$ cat config.mk
export PLATFORM = sky130hd
export DESIGN_NAME = rr_arbiter8_flat
export DESIGN_NICKNAME = d
export VERILOG_FILES = /design/src/rtl/rr_arbiter8_pkg.sv /design/src/rtl/rr_arbiter8_if.sv /design/src/rtl/rr_arbiter8_grant_decoder.sv /design/src/rtl/rr_arbiter8.sv /design/src/flat_wrapper.sv
export SDC_FILE = /design/constraint.sdc
export NUM_CORES = 1
export LEC_CHECK = 0
export ABC_AREA = 0
export BUFFER_PORTS_ARGS = -buffer_cell sky130_fd_sc_hd__buf_2
export CAP_MARGIN = 10
export CORE_MARGIN = 2
export CORE_UTILIZATION = 51
export CTS_CLUSTER_SIZE = 40
export DETAILED_ROUTE_END_ITERATION = 10
export GPL_TIMING_DRIVEN = 0
export PLACE_DENSITY = 0.7
export SETUP_SLACK_MARGIN = 0.15
export SLEW_MARGIN = 20
export SYNTH_ARGS = -nofsm -noshare
export SYNTH_HDL_FRONTEND = slang
export SYNTH_SLANG_ARGS = --single-unit
$ cat constraint.sdc
create_clock -name clk -period 3.74 [get_ports clk]
set_input_delay 0.561 -clock clk [delete_from_list [all_inputs] [get_ports clk]]
set_output_delay 0.561 -clock clk [all_outputs]
set_load 0.005 [all_outputs]
$ cat src/rtl/rr_arbiter8_pkg.sv
// rr_arbiter8_pkg
//   Shared definitions for the 8-way round-robin arbiter:
//   requester count, grant index width and the arbiter state encoding.
//   No ports; imported by the interface, the decoder and the arbiter top.

package rr_arbiter8_pkg;

    // Number of requesters and the width of a binary requester index
    localparam int NUM_REQ = 8;
    localparam int IDX_W   = 3;

    // Arbiter states: IDLE owns nothing, GRANT has exactly one owner
    typedef enum logic [0:0] {
        IDLE  = 1'b0,
        GRANT = 1'b1
    } state_e;

endpackage

$ cat src/rtl/rr_arbiter8_if.sv
// rr_arbiter8_if
//   Request/grant bundle between requesters and the round-robin arbiter.
//   Signals:
//     en        - arbiter enable, low forces no grant
//     req       - level-sensitive request vector, bit i = requester i
//     gnt       - one-hot grant, all-zero when nothing is granted
//     gnt_idx   - binary index of the current grantee, 0 when idle
//     gnt_valid - high while a grant is active
//   Modports:
//     master - requester side (drives en/req, observes grant)
//     slave  - arbiter side (observes en/req, drives grant)

interface rr_arbiter8_if;
    import rr_arbiter8_pkg::*;

    logic               en;
    logic [NUM_REQ-1:0] req;
    logic [NUM_REQ-1:0] gnt;
    logic [IDX_W-1:0]   gnt_idx;
    logic               gnt_valid;

    modport master (
        output en,
        output req,
        input  gnt,
        input  gnt_idx,
        input  gnt_valid
    );

    modport slave (
        input  en,
        input  req,
        output gnt,
        output gnt_idx,
        output gnt_valid
    );

endinterface

$ cat src/rtl/rr_arbiter8_grant_decoder.sv
// grant_decoder
//   3-to-8 one-hot decoder with enable, used to build the grant vector
//   from the registered grant index.
//   Ports:
//     idx_i    - binary index to decode
//     en_i     - when low the output is all-zero
//     onehot_o - one-hot decode of idx_i, or 0 when disabled

module grant_decoder
    import rr_arbiter8_pkg::*;
(
    input  logic [IDX_W-1:0]   idx_i,
    input  logic               en_i,
    output logic [NUM_REQ-1:0] onehot_o
);

    always_comb begin
        onehot_o = '0;
        if (en_i) begin
            onehot_o[idx_i] = 1'b1;
        end
    end

endmodule

$ cat src/rtl/rr_arbiter8.sv
// rr_arbiter8
//   8-requester round-robin arbiter with a hold limit. A rotating pointer
//   sets the search priority (ptr, ptr+1, ... ptr+7 mod 8). The owner keeps
//   the grant until it drops its request or until it has held it MAX_HOLD
//   cycles while someone else waits. Hand-over happens with no idle cycle.
//   Parameters:
//     MAX_HOLD - longest run of grant cycles while others wait (2..15)
//   Ports:
//     clk   - rising-edge clock
//     rst_n - synchronous active-low reset
//     bus   - rr_arbiter8_if slave modport (en, req in; gnt, gnt_idx,
//             gnt_valid out, all registered)

module rr_arbiter8
    import rr_arbiter8_pkg::*;
#(
    parameter int MAX_HOLD = 15
)
(
    input  logic          clk,
    input  logic          rst_n,
    rr_arbiter8_if.slave  bus
);

    localparam logic [0:0]       S_IDLE    = IDLE;
    localparam logic [0:0]       S_GRANT   = GRANT;
    localparam logic [3:0]       HOLD_LAST = 4'(MAX_HOLD - 1);
    localparam logic [IDX_W-1:0] IDX_ONE   = IDX_W'(1);

    logic [0:0]         state_q,    state_d;
    logic [IDX_W-1:0]   ptr_q,      ptr_d;
    logic [IDX_W-1:0]   idx_q,      idx_d;
    logic [3:0]         hold_cnt_q, hold_cnt_d;

    logic [NUM_REQ-1:0] held_mask;
    logic [NUM_REQ-1:0] search_vec;
    logic [IDX_W-1:0]   search_start;
    logic [IDX_W-1:0]   cand;
    logic               pick_valid;
    logic [IDX_W-1:0]   pick_idx;
    logic               holder_req;

    // Round-robin search. While idle the search starts at ptr over all
    // requests. While granting, the only useful answer is the next owner,
    // so the current owner is masked out and the search starts just past
    // it; this is exactly the order a release or timeout would produce
    // after moving ptr to owner+1, so one search serves every case.
    always_comb begin
        held_mask        = '0;
        held_mask[idx_q] = 1'b1;
        if (state_q == S_GRANT) begin
            search_vec   = bus.req & ~held_mask;
            search_start = idx_q + IDX_ONE;
        end else begin
            search_vec   = bus.req;
            search_start = ptr_q;
        end

        // Walk the order backwards so the earliest hit is the last written
        pick_valid = 1'b0;
        pick_idx   = '0;
        cand       = '0;
        for (int k = NUM_REQ - 1; k >= 0; k--) begin
            cand = search_start + IDX_W'(k);
            if (search_vec[cand]) begin
                pick_valid = 1'b1;
                pick_idx   = cand;
            end
        end
    end

    assign holder_req = bus.req[idx_q];

    // Next-state logic. Disable wins over everything except reset; ptr
    // only moves when an owner gives up the grant (release or timeout).
    always_comb begin
        state_d    = state_q;
        ptr_d      = ptr_q;
        idx_d      = idx_q;
        hold_cnt_d = hold_cnt_q;

        if (!bus.en) begin
            state_d    = S_IDLE;
            idx_d      = '0;
            hold_cnt_d = '0;
        end else if (state_q == S_IDLE) begin
            if (pick_valid) begin
                state_d    = S_GRANT;
                idx_d      = pick_idx;
                hold_cnt_d = '0;
            end
        end else if (!holder_req) begin
            // Owner released: advance ptr and hand over or go idle
            ptr_d = idx_q + IDX_ONE;
            if (pick_valid) begin
                idx_d      = pick_idx;
                hold_cnt_d = '0;
            end else begin
                state_d    = S_IDLE;
                idx_d      = '0;
                hold_cnt_d = '0;
            end
        end else if (hold_cnt_q >= HOLD_LAST) begin
            // Hold limit reached: rotate if someone waits, else keep the
            // grant and start a fresh hold window
            hold_cnt_d = '0;
            if (pick_valid) begin
                ptr_d = idx_q + IDX_ONE;
                idx_d = pick_idx;
            end
        end else begin
            hold_cnt_d = hold_cnt_q + 4'd1;
        end
    end

    // State registers with synchronous active-low reset
    always_ff @(posedge clk) begin
        if (!rst_n) begin
            state_q    <= S_IDLE;
            ptr_q      <= '0;
            idx_q      <= '0;
            hold_cnt_q <= '0;
        end else begin
            state_q    <= state_d;
            ptr_q      <= ptr_d;
            idx_q      <= idx_d;
            hold_cnt_q <= hold_cnt_d;
        end
    end

    // Outputs come straight from registers; gnt is a pure decode of them
    assign bus.gnt_idx   = idx_q;
    assign bus.gnt_valid = (state_q == S_GRANT);

    grant_decoder u_grant_decoder (
        .idx_i    (idx_q),
        .en_i     (state_q == S_GRANT),
        .onehot_o (bus.gnt)
    );

endmodule

$ cat src/flat_wrapper.sv
// flat-port wrapper written by rule: the top's interface ports become plain ports
module rr_arbiter8_flat import rr_arbiter8_pkg::*;
#(
    parameter int MAX_HOLD = 15
)
  (clk, rst_n, bus_en, bus_req, bus_gnt, bus_gnt_idx, bus_gnt_valid);
  rr_arbiter8_if bus_i ();
  input  logic clk;
  input  logic rst_n;
  input wire logic [$bits(bus_i.en)-1:0] bus_en;
  input wire logic [$bits(bus_i.req)-1:0] bus_req;
  output wire logic [$bits(bus_i.gnt)-1:0] bus_gnt;
  output wire logic [$bits(bus_i.gnt_idx)-1:0] bus_gnt_idx;
  output wire logic [$bits(bus_i.gnt_valid)-1:0] bus_gnt_valid;
  assign bus_i.en = bus_en;
  assign bus_i.req = bus_req;
  assign bus_gnt = bus_i.gnt;
  assign bus_gnt_idx = bus_i.gnt_idx;
  assign bus_gnt_valid = bus_i.gnt_valid;
  rr_arbiter8 #(.MAX_HOLD(MAX_HOLD)) u_core (.clk(clk), .rst_n(rst_n), .bus(bus_i));
endmodule
After elaboration in Yosys (flattened, before gate mapping)

Cells that the tools add are included.

Register bits after elaboration: 11
Input port bits: 11
Logic and storage cells: 87
Output and inout port bits: 12

Mux-type cells: 54
$add $sub $neg: 9
Reductions and logical operators: 4
Bitwise operators: 2
Eq/ne operators: 3
Order comparisons: 11

Operators with widths:

| kind                                                                                 | count |
|---|---|
| 3-bit two-way mux                                                                    | 17 |
| 3-bit by 4-bit less-than comparator with 1-bit output (second input constant)        | 9 |
| 1-bit binary-select mux with 3-bit select                                            | 9 |
| 1-bit two-way mux                                                                    | 21 |
| 4-bit two-way mux                                                                    | 4 |
| 8-bit two-way mux                                                                    | 2 |
| 3-bit adder (second input constant)                                                  | 4 |
| 8-bit AND                                                                            | 1 |
| 8-bit inverter                                                                       | 1 |
| 3-bit by 1-bit adder with 3-bit output (second input constant)                       | 2 |
| 3-bit by 2-bit adder with 3-bit output (second input constant)                       | 2 |
| 4-bit by 1-bit adder with 4-bit output (second input constant)                       | 1 |
| 4-bit greater-or-equal comparator (second input constant)                            | 1 |
| 4-bit AND reduction                                                                  | 1 |
| 1-bit demux with 3-bit select                                                        | 1 |
| 3-bit by 1-bit greater-or-equal comparator with 1-bit output (second input constant) | 1 |
| 3-bit inequality test (second input constant)                                        | 1 |
| 2-bit by 1-bit inequality test with 1-bit output (second input constant)             | 1 |
| 2-bit inequality test (second input constant)                                        | 1 |
| 2-bit AND reduction                                                                  | 1 |
| 2-bit nonzero test                                                                   | 1 |
| 1-bit logical AND                                                                    | 1 |

Depth between registers and ports, before layout

Depth after elaboration: 21
Gate-level depth with buffers: 13
Depth with buffers taken out: 11

Cells and area by module

Synthesis repeated with hierarchy kept, for this count alone.

Cell total of the unflattened synthesis: 211
Area total of the unflattened synthesis: 1,691.6 um2

Modules (own cells, without submodules):

| module        | instances | seq. area each (um2) | area an instance (um2) | cells each |
|---|---|---|---|---|
| rr_arbiter8   | 1         | 220.2                | 1,596.5                | 203 |
| grant_decoder | 1         | 0.0                  | 95.1                   | 8 |

Worst setup path before layout

Ideal clock, no wire load.

Kind: reg2reg
Start point: register u_core.idx_q[0] (netlist: u_core.bus.gnt_idx[0])
End point: register u_core.idx_q[0] (netlist: u_core.bus.gnt_idx[0])
Clock period less this slack: 3,045 ps
Buffers on the path: 1
Setup slack: 695 ps
Data arrival time: 2,961 ps
Setup time: 84 ps
Cell stages (with the launch flop): 12
Required time: 3,656 ps
Cell sequence: dfxtp_1 > ha_1 > mux2_2 > ha_1 > clkbuf_1 > inv_1 > o21ai_0 > nand2_1 > mux2_4 > a22o_1 > a211o_1 > o31ai_2

Longest elaborated chain between the ends: 21
Elaborated cells between the ends (all ways): 57
Those cells by class: add/sub: 8; order compare: 2; eq/ne: 1; mux: 43; bitwise: 2; reduce/logical: 1

RTL lines:

| what                                                                                                                                                               | RTL line                              | text |
|---|---|---|
| start, declared                                                                                                                                                    | rr_arbiter8.sv:32                     | `logic [IDX_W-1:0] idx_q, idx_d;` |
| start signal, assigned                                                                                                                                             | rr_arbiter8.sv:126                    | `idx_q <= idx_d;` |
| 3-bit by 4-bit less-than comparator with 1-bit output (not written as such) / 3-bit by 1-bit greater-or-equal comparator with 1-bit output (equally long branches) | rr_arbiter8.sv:50                     | `held_mask[idx_q] = 1'b1;` |
| 1-bit logical AND (not written as such)                                                                                                                            | rr_arbiter8.sv:50                     |  |
| 1-bit two-way mux (not written as such)                                                                                                                            | rr_arbiter8.sv:50                     |  |
| 1-bit demux with 3-bit select                                                                                                                                      | rr_arbiter8.sv:50                     |  |
| 8-bit inverter                                                                                                                                                     | rr_arbiter8.sv:52                     | `search_vec = bus.req & ~held_mask;` |
| 8-bit AND                                                                                                                                                          | rr_arbiter8.sv:52                     |  |
| 8-bit two-way mux                                                                                                                                                  | rr_arbiter8.sv:51                     | `if (state_q == S_GRANT) begin` |
| 1-bit binary-select mux with 3-bit select                                                                                                                          | rr_arbiter8.sv:65                     | `if (search_vec[cand]) begin` |
| 1-bit two-way mux (not written as such)                                                                                                                            | rr_arbiter8.sv:65                     |  |
| 3-bit two-way mux / 1-bit two-way mux (equally long branches) (8 in series)                                                                                        | rr_arbiter8.sv:65                     |  |
| 3-bit two-way mux                                                                                                                                                  | rr_arbiter8.sv:87, rr_arbiter8.sv:107 |  |
| 3-bit two-way mux                                                                                                                                                  | rr_arbiter8.sv:103                    | `end else if (hold_cnt_q >= HOLD_LAST) begin` |
| 3-bit two-way mux                                                                                                                                                  | rr_arbiter8.sv:92                     | `end else if (!holder_req) begin` |
| 3-bit two-way mux                                                                                                                                                  | rr_arbiter8.sv:86                     | `end else if (state_q == S_IDLE) begin` |

Several ways; a longest one is shown, not always the timed one. The select of a mux whose other input is x is not followed.
A chain may end at the register's enable or synchronous reset.

Worst setup path after layout

Ends and elaborated chain as after synthesis.

==> results.cfg <==
[grt]
grt_overflow = 0
antenna_found_initial = 0
grt_pass1_wl_mm = 7.88
track_usage_pct = 28.4
grt_start_max_net_pins = 11
grt_pass1_vias = 1685

[clocking]
cts_tree = built
cts.htree.levels = 1
clockRootBuffer = clkbuf_4
clock_path_buffers = 2
postCtsSetupBuffers = 0
cts_hold_buf = 0
clock_latency_ns = 0.28
cts.sinks = 11
cts_buffers = 3
ctsResizeCount = 0
clk_pin_slew_ns = 0.07

[yosys]
syn_area_per_cell_um2 = 8.13
yosysWarnings = 0
synth_compound_area_share_pct = 25.3
synth_edf_count = 0
synthFlopType = dfxtp_1
muxShareOfSynthArea_pct = 22.9
synthXorXnorAreaFrac_pct = 3.79
synthAdderAreaFrac_pct = 3.79
synthArstFlopShare_pct = 0
synthesis.nets = 219
synthSimpleGateAreaFrac_pct = 24.1
ys_types = 55
synth-seq-cells = 11
syn_inst = 203
synth_top_family_by_area = compound AO/OA/AOI/OAI gates
synth_area_um2 = 1650
synth-seq-area-share_pct = 13.3

[floorplanning]
start_util_pct = 53.6
num_io_pins = 23
die_area_um2 = 3710
num_rows = 20
core_um2 = 3080
die_h_um = 60.9
die_x_um = 60.9

[critical_path]
reg2reg_depth = 11
crit_arrival_ns = 3.58
cp_slowest_stage_delay_ns = 0.48
cp_max_fo = 10
required_ns = 3.93
rr_startpoint = u_core.bus.gnt_idx[0]
end_kind = flop
worst-setup-path-type = reg2reg
ff2ff_setup_slack_ns = 0.36
worstSetupStartpointType = flop
slowest_stage = dfxtp_1
crit_chain = ha_1 -> mux2_2 -> ha_1 -> clkbuf_2 -> inv_1 -> o21ai_0 -> nand2_1 -> mux2_4 -> a22o_1 -> a211o_1 -> o31ai_2
r2r_end = u_core.bus.gnt_idx[0]
crit_top_cell = ha_1

[placement]
dpl.hpwl_mm = 3.64
portBuffers = 22
place.gp.congestion = 0.969

[sta]
fin_crit_ns = 3.38
max_freq_ghz = 0.296
hold_viol_final = 0
skew_ns = 0.00727
finalSetupViolCount = 0
worstMarginPinSlew_ns = 0.579
whs_ns = 0.522
maxSlewViolCount = 0
slew_headroom_pct = 61.4
rsz0062_at_grt = no
finalSetupTns_ns = 0
finalCritPeriodShare_pct = 90.5

[min_path]
hold_class = reg2reg
min_path_cells = 2
min-delay-start = u_core.hold_cnt_q[2]
whs_endpoint = u_core.hold_cnt_q[2]

[route]
wl_per_cell_um = 16.8
ant_nets = 0
dr_total_vias = 1701
routed_via_density = 6.23
wl_mm = 4.58
drt_iter0_drc = 86
firstDrtPassIters = 4
route.detailed.drc = 0

[pwr]
power.leakage_nw = 0.836
peakVddDrop_uv = 197
power_density_nw_per_um2 = 295

[job]
maxCapViolations = 0

[cells_and_area]
syn_to_final_growth_pct = 11.7
antenna_cells = 0
fin_util_pct = 59.9
nets = 246
layout-drive-gt1-share_pct = 23.1

[status]
outcome = complete, no violations
==> registers in the layout, indices dropped and copies added, names as in the netlist <==
register / flops
u_core.hold_cnt_q: 4
u_core.bus.gnt_idx: 3
u_core.ptr_q: 3
u_core.bus.gnt_valid: 1
==> routing by layer <==
layer | vias up | global-route usage [%] | part of all wire (%)
met5 | - | 0 | 0
met3 | 19 | 1.92 | 4.9
met1 | 795 | 37.6 | 43
li1 | 821 | - | -
met2 | 66 | 46.9 | 48
met4 | 0 | 14.3 | 3.9
==> worst max-delay path by stage <==
stage                          start               endpoint  slack, ns
2_1_floorplan  u_core.bus.gnt_idx[0]  u_core.bus.gnt_idx[0]       0.69
3_3_place_gp   u_core.bus.gnt_idx[0]  u_core.bus.gnt_idx[0]       0.17
3_5_place_dp   u_core.bus.gnt_idx[0]  u_core.bus.gnt_idx[0]       0.21
4_1_cts        u_core.bus.gnt_idx[0]  u_core.bus.gnt_idx[0]       0.16
5_1_grt        u_core.bus.gnt_idx[0]  u_core.bus.gnt_idx[0]       0.16
6_report       u_core.bus.gnt_idx[0]  u_core.bus.gnt_idx[0]       0.36
==> cell type report <==
type	instances	area (µm²)
multi-input cells	171	1320
clock buffers	4	26.3
repair buffers	22	110
fillers	301	1230
flip-flops and latches	11	220
inverters	13	48.8
plain buffers	8	63.8
well taps	44	55.1
==> critical path: cells and delay by family, from the launching register on <==
kind / cells / cell delay [ns]
simple gates: 1 / 0.19
mux: 2 / 0.68
buf+inv: 2 / 0.39
flops: 1 / 0.48
compound gates: 4 / 0.91
fa+ha+maj: 2 / 0.65
==> per-stage QoR <==
step	cells	instance area [µm²]	setup slack, ns	power, mW
2_1_floorplan	203	1650	0.695	0.380
3_3_place_gp	269	1820	0.168	0.449
3_5_place_dp	269	1820	0.209	0.454
4_1_cts	273	1840	0.156	0.538
5_1_grt	273	1840	0.165	0.582
6_report	273	1840	0.356	0.544
==> cells in the mapped netlist, types with 3 or more instances <==
library cell | instances | share of area, %
nor2_1 | 20 | 4.5
inv_1 | 11 | 2.5
o21ai_0 | 11 | 3.3
mux4_2 | 7 | 9.6
and2_1 | 5 | 1.9
o2111ai_1 | 3 | 1.6
nand2b_1 | 8 | 3.0
ha_1 | 5 | 3.8
nand2_1 | 18 | 4.1
xnor2_1 | 3 | 1.6
a21oi_1 | 12 | 3.6
nand3_1 | 7 | 2.1
a31oi_1 | 3 | 1.1
dfxtp_1 | 11 | 13
a211oi_1 | 4 | 1.8
o211ai_1 | 4 | 1.8
mux2i_1 | 16 | 9.7
nor3_1 | 3 | 0.91
nand4_1 | 3 | 1.1
buf_6 | 3 | 2.0
o31ai_1 | 3 | 1.4
==> report_power, final <==
group          leakage, nW  switching [mW]  internal [mW]  total (mW)
registers           0.0893         0.00702          0.122       0.129
clock network       0.0150          0.0414         0.0414      0.0828
logic                0.732           0.195          0.137       0.332
total                0.836           0.243          0.301       0.544
==> cells by family after synthesis <==
logic type | Yosys count
AND/OR/NAND/NOR | 76
AO/OA/AOI/OAI | 58
multiplexers | 27
flip-flops | 11
buffers and inverters | 21
adder cells (fa/ha/maj) | 5
XOR/XNOR | 5
==> cells in the final DEF (no fill, tap or decap), drive strengths merged, types with 6 or more instances in the layout <==
cell type | netlist | layout
mux4 | 7 | 7
inv | 13 | 13
a21oi | 12 | 12
o21ai | 13 | 13
mux2i | 17 | 17
and2 | 6 | 6
buf | 7 | 29
nor2 | 20 | 20
dfxtp | 11 | 11
nand2 | 18 | 18
nand2b | 8 | 8
nand3 | 7 | 7
No activity file was read; power rests on OpenSTA's default activity.
